--- src/rtl/data_mem_ctrl.sv ---
// rtl/data_mem_ctrl.sv - byte-serialising big-endian load/store sequencer for a byte-wide sync-read RAM
// Optional misaligned-request trap: define DATA_MEM_MISALIGN_CHECK_EN.
module data_mem_ctrl #(
    parameter int ADDR_W = 8
) (
    input  logic              clk,
    input  logic              rst,
    input  logic              req_valid,
    output logic              req_ready,
    input  logic              req_write,
    input  logic [1:0]        req_size,
    input  logic              req_signed,
    input  logic [31:0]       req_addr,
    input  logic [31:0]       req_wdata,
    output logic              resp_valid,
    output logic [31:0]       resp_rdata,
    output logic              resp_err,
    output logic [ADDR_W-1:0] mem_addr,
    output logic              mem_re,
    output logic              mem_we,
    output logic [7:0]        mem_wdata,
    input  logic [7:0]        mem_rdata
);

    typedef enum logic [1:0] {
        IDLE,
        XFER,
        RDLAST,
        RESP
    } state_t;

    state_t              state_q, state_d;
    logic [ADDR_W-1:0]   addr_q, addr_d;
    logic [1:0]          nm1_q, nm1_d;      // byte count minus one: 0, 1 or 3
    logic [1:0]          k_q, k_d;
    logic                sgn_q, sgn_d;
    logic                wr_q, wr_d;
    logic [31:0]         wdata_q, wdata_d;
    logic [31:0]         acc_q, acc_d;
    logic                rd_pend_q, rd_pend_d;
    logic [1:0]          byte_sel;
    logic [31:0]         ext_data;
    logic                unused_addr_hi;

    assign unused_addr_hi = ^req_addr[31:ADDR_W];

`ifdef DATA_MEM_MISALIGN_CHECK_EN
    logic err_q, err_d;
    logic misaligned;

    assign misaligned = ((req_size == 2'b01) && req_addr[0]) ||
                        (req_size[1] && (req_addr[1:0] != 2'b00));
    assign resp_err   = (state_q == RESP) && err_q;
`else
    assign resp_err   = 1'b0;
`endif

    always_ff @(posedge clk) begin
        if (rst) begin
            state_q   <= IDLE;
            addr_q    <= '0;
            nm1_q     <= 2'd0;
            k_q       <= 2'd0;
            sgn_q     <= 1'b0;
            wr_q      <= 1'b0;
            wdata_q   <= 32'd0;
            acc_q     <= 32'd0;
            rd_pend_q <= 1'b0;
`ifdef DATA_MEM_MISALIGN_CHECK_EN
            err_q     <= 1'b0;
`endif
        end else begin
            state_q   <= state_d;
            addr_q    <= addr_d;
            nm1_q     <= nm1_d;
            k_q       <= k_d;
            sgn_q     <= sgn_d;
            wr_q      <= wr_d;
            wdata_q   <= wdata_d;
            acc_q     <= acc_d;
            rd_pend_q <= rd_pend_d;
`ifdef DATA_MEM_MISALIGN_CHECK_EN
            err_q     <= err_d;
`endif
        end
    end

    // Big-endian: byte k of an N-byte access is data byte N-1-k.
    assign byte_sel = nm1_q - k_q;

    always_comb begin
        ext_data = acc_q;
        case (nm1_q)
            2'd0:    ext_data = {{24{sgn_q & acc_q[7]}}, acc_q[7:0]};
            2'd1:    ext_data = {{16{sgn_q & acc_q[15]}}, acc_q[15:0]};
            default: ext_data = acc_q;
        endcase
    end

    always_comb begin
        state_d    = state_q;
        addr_d     = addr_q;
        nm1_d      = nm1_q;
        k_d        = k_q;
        sgn_d      = sgn_q;
        wr_d       = wr_q;
        wdata_d    = wdata_q;
        rd_pend_d  = 1'b0;
        // A read issued last cycle has its byte on mem_rdata now.
        acc_d      = rd_pend_q ? {acc_q[23:0], mem_rdata} : acc_q;
`ifdef DATA_MEM_MISALIGN_CHECK_EN
        err_d      = err_q;
`endif
        req_ready  = (state_q == IDLE);
        resp_valid = 1'b0;
        resp_rdata = 32'd0;
        mem_addr   = '0;
        mem_re     = 1'b0;
        mem_we     = 1'b0;
        mem_wdata  = 8'd0;

        case (state_q)
            IDLE: begin
                if (req_valid) begin
                    addr_d  = req_addr[ADDR_W-1:0];
                    sgn_d   = req_signed;
                    wr_d    = req_write;
                    wdata_d = req_wdata;
                    k_d     = 2'd0;
                    acc_d   = 32'd0;
                    case (req_size)
                        2'b00:   nm1_d = 2'd0;
                        2'b01:   nm1_d = 2'd1;
                        default: nm1_d = 2'd3;
                    endcase
                    state_d = XFER;
`ifdef DATA_MEM_MISALIGN_CHECK_EN
                    err_d   = misaligned;
                    if (misaligned) begin
                        state_d = RESP;
                    end
`endif
                end
            end
            XFER: begin
                mem_addr = addr_q + ADDR_W'(k_q);
                if (wr_q) begin
                    mem_we    = 1'b1;
                    mem_wdata = wdata_q[{byte_sel, 3'b000} +: 8];
                end else begin
                    mem_re    = 1'b1;
                    rd_pend_d = 1'b1;
                end
                k_d = k_q + 2'd1;
                if (k_q == nm1_q) begin
                    state_d = wr_q ? RESP : RDLAST;
                end
            end
            RDLAST: begin
                state_d = RESP;
            end
            RESP: begin
                resp_valid = 1'b1;
                resp_rdata = ext_data;
                state_d    = IDLE;
            end
            default: begin
                state_d = IDLE;
            end
        endcase
    end

endmodule
--- config.mk ---
export PLATFORM = sky130hd
export DESIGN_NAME = data_mem_ctrl
export DESIGN_NICKNAME = d
export VERILOG_FILES = /design/src/rtl/data_mem_ctrl.sv
export SDC_FILE = /design/constraint.sdc
export NUM_CORES = 1
export LEC_CHECK = 0
export CORE_AREA = 2 2 90 92
export DETAILED_ROUTE_END_ITERATION = 12
export DIE_AREA = 0 0 92 94
export PLACE_DENSITY = 0.83
export SYNTH_ARGS = -nofsm -noshare
export SYNTH_HDL_FRONTEND = slang
export SYNTH_SLANG_ARGS = --single-unit
--- constraint.sdc ---
create_clock -name clk -period 5.9 [get_ports clk]
set_input_delay 0.59 -clock clk [delete_from_list [all_inputs] [get_ports clk]]
set_output_delay 0.59 -clock clk [all_outputs]
set_load 0.03 [all_outputs]
==> flow_summary.json <==
{
  "avgSynthCellArea_um2": 10.12,
  "multi_input_area_um2": 1799,
  "drc": 0,
  "max_freq_mhz": 269.4,
  "postCtsSetupBuffers": 0,
  "crit_start": "nm1_q[1]",
  "worstSkewPairLatency_ns": 0.34,
  "fp-row-count": 32,
  "synth.cell_area_um2": 3592,
  "seqCellArea_um2": 1623,
  "wl_mm": 8.084,
  "drt_first_iter_violations": 58,
  "drt-vias-per-instance": 5.173,
  "critPathMaxStageDelay_ns": 0.95,
  "io_pins": 132,
  "finalHoldViolations": 0,
  "synth_warnings": 0,
  "min_period_over_period_pct": 62.90,
  "place_ws_ns": 2.539,
  "cp_cell_sequence": "xor2_2 -> xnor2_2 -> mux4_1 -> and2_1 -> clkdlybuf4s50_1",
  "cts_tree": "done",
  "gr-total-overflow": 0,
  "clock_skew_ns": 0.01154,
  "grt_pass1_wl_mm": 13.46,
  "ys_seq_elements": 81,
  "setup_viol_count_final": 0,
  "grt_max_degree": 45,
  "grt_pass1_vias": 2784,
  "layout_setup_ws_ns": 2.189,
  "num-nets-final": 536,
  "rsz0062_at_grt": "no",
  "yosysTopAreaCell": "dfxtp_1",
  "track_usage_pct": 19.31,
  "area_growth_pct": 38.00,
  "maxSlewHeadroom_pct": 26.21,
  "vdd_drop_max_mv": 0.1796,
  "vias": 2876,
  "die_area_um2": 8648,
  "synth_cells": 355,
  "maxCapViolCount": 0,
  "cts_buffers": 9,
  "setup_tns_ns": 0,
  "arrival_ns": 3.12,
  "htree_levels": 3,
  "hold_start": "wdata_q[24]",
  "avgRoutedWirePerCell_um": 14.54,
  "synthDistinctLibCells": 34,
  "synth-async-reset-ratio_pct": 0,
  "cts_hold_buf": 0,
  "ant_nets": 0,
  "path_clk_slew_ns": 0.08,
  "r2r-start": "nm1_q[1]",
  "critPathMaxFanout": 28,
  "clock-sinks": 81,
  "dpl.hpwl_mm": 5.614,
  "worst_ep_required_time_ns": 5.31,
  "netlist.area_leader.share_pct": 45.14,
  "leakage_nw": 1.871,
  "numPortBuffers": 106,
  "synthTopCellsByArea": "dfxtp_1 (45%), a22o_1 (10%), mux2i_1 (9.5%)",
  "fin_crit_ns": 3.711,
  "worst_setup_path_start_kind": "flop",
  "synth_most_common_cell": "dfxtp_1",
  "die-height_um": 94,
  "initial_core_util_pct": 47.22,
  "root_buffer": "clkbuf_8",
  "diodes": 0,
  "synth_edf_count": 0,
  "ys_seq_area_share_pct": 45.14,
  "synth.net_count": 442,
  "crit_slowest_cell": "dfxtp_1",
  "nFillCells": 621,
  "outcome": "finished clean",
  "crit_type": "reg -> out",
  "synth_flop_cell": "dfxtp_1",
  "antenna_found_initial": 0,
  "cts_resized": 0,
  "clock_path_buffers": 2,
  "holdWs_ns": 0.4758,
  "power-per-cell-area_nw_per_um2": 341.6,
  "die_x_um": 92,
  "synth_commonest_cells": "dfxtp_1 (81), a22o_1 (43), nor2_1 (38)",
  "tightest_slew_ns": 1.104,
  "hold_class": "reg -> reg",
  "drtPass1Iterations": 4,
  "report.final.slew_viol_count": 0,
  "core-area_um2": 7607,
  "gp_congestion": 0.8327,
  "critPathCaptureType": "primary output",
  "drive_gt1_share_pct": 5.286
}
-- metal layers --
metal / routed length [um] / track usage [%]
met4: 51 / 6.219
met5: 0 / 0
met1: 3602 / 24.36
met2: 3781 / 31.86
met3: 649 / 5.778
-- path summary, 6_finish.rpt --
| kind | to | slack (ns) | depth (start not counted) |
|---|---|---|---|
| worst min register to register | wdata_q[24] | 0.48 | 1 |
| worst min-delay path | wdata_q[24] | 0.48 | 1 |
| worst max-delay path | mem_wdata[6] | 2.19 | 5 |
| worst max register to register | state_q[0] | 3.89 | 4 |
-- state kept, by name, summed over array words and instances, names as in the netlist --
signal,flops
sgn_q,1
wdata_q,32
wr_q,1
state_q,2
rd_pend_q,1
addr_q,8
k_q,2
nm1_q,2
acc_q,32
-- cell usage in the layout (no fill, tap or decap), types with 2 or more instances in the layout --
cell type / Yosys / routed
clkbuf_8: 0 / 10
a22o_1: 43 / 43
ha_1: 7 / 7
mux4_1: 8 / 8
nor2b_1: 5 / 5
dfxtp_1: 81 / 80
nand2b_1: 3 / 3
and2_1: 24 / 24
inv_1: 20 / 20
bufinv_16: 0 / 3
xnor2_1: 5 / 5
clkinv_4: 0 / 2
nand3_1: 3 / 3
clkdlybuf4s50_1: 0 / 106
nand2_1: 5 / 5
nor2_1: 38 / 37
nor3b_1: 2 / 2
mux2i_1: 34 / 34
buf_4: 1 / 2
a21oi_1: 19 / 18
o21ai_0: 11 / 11
a21boi_0: 8 / 8
-- final cells by class --
| class | count | area share, % |
|---|---|---|
| repair buffers | 108 | 21.71 |
| flip-flops and latches | 81 | 32.74 |
| clock buffers | 10 | 2.776 |
| multi-input cells | 228 | 36.29 |
| clock inverters | 6 | 2.322 |
| inverters | 21 | 1.590 |
| well taps | 102 | 2.574 |
-- critical path: cells and delay by family, from the launching register on --
family / cells / cell delay (ns)
buf+inv: 1 / 0.59
mux: 1 / 0.38
simple gates: 1 / 0.19
flops: 1 / 0.95
xor+xnor: 2 / 0.68
-- where the power goes --
group	total (W)	internal (W)	switching, W
clock	0.000488	0.000294	0.000194
combinational	0.000496	0.000248	0.000248
sequential	0.000709	0.000620	0.0000888
-- metrics by stage --
stage / instance area, um^2 / utilization (%) / cells / power, W
after floorplan: 3592 / - / 355 / 0.001055
final: 4957 / 65.16 / 556 / 0.001694
after detailed placement: 4705 / 61.84 / 540 / 0.001216
after CTS: 4957 / 65.16 / 556 / 0.001709
after global placement: 4705 / 61.84 / 540 / 0.001198
after global routing: 4957 / 65.16 / 556 / 0.001787
-- kinds of logic after synthesis --
kind of cell / Yosys count / share of synthesized area [%]
AOI/OAI and AO/OA: 87 / 17.59
xor gates and xnor gates: 8 / 2.369
adders and majority gates: 8 / 2.995
buffers and inverters: 46 / 5.155
DFF: 81 / 45.14
muxes: 42 / 15.33
other: 1 / 0.1044
and+or+nand+nor: 82 / 11.32
Note: power is estimated with default switching activity, not from simulation.
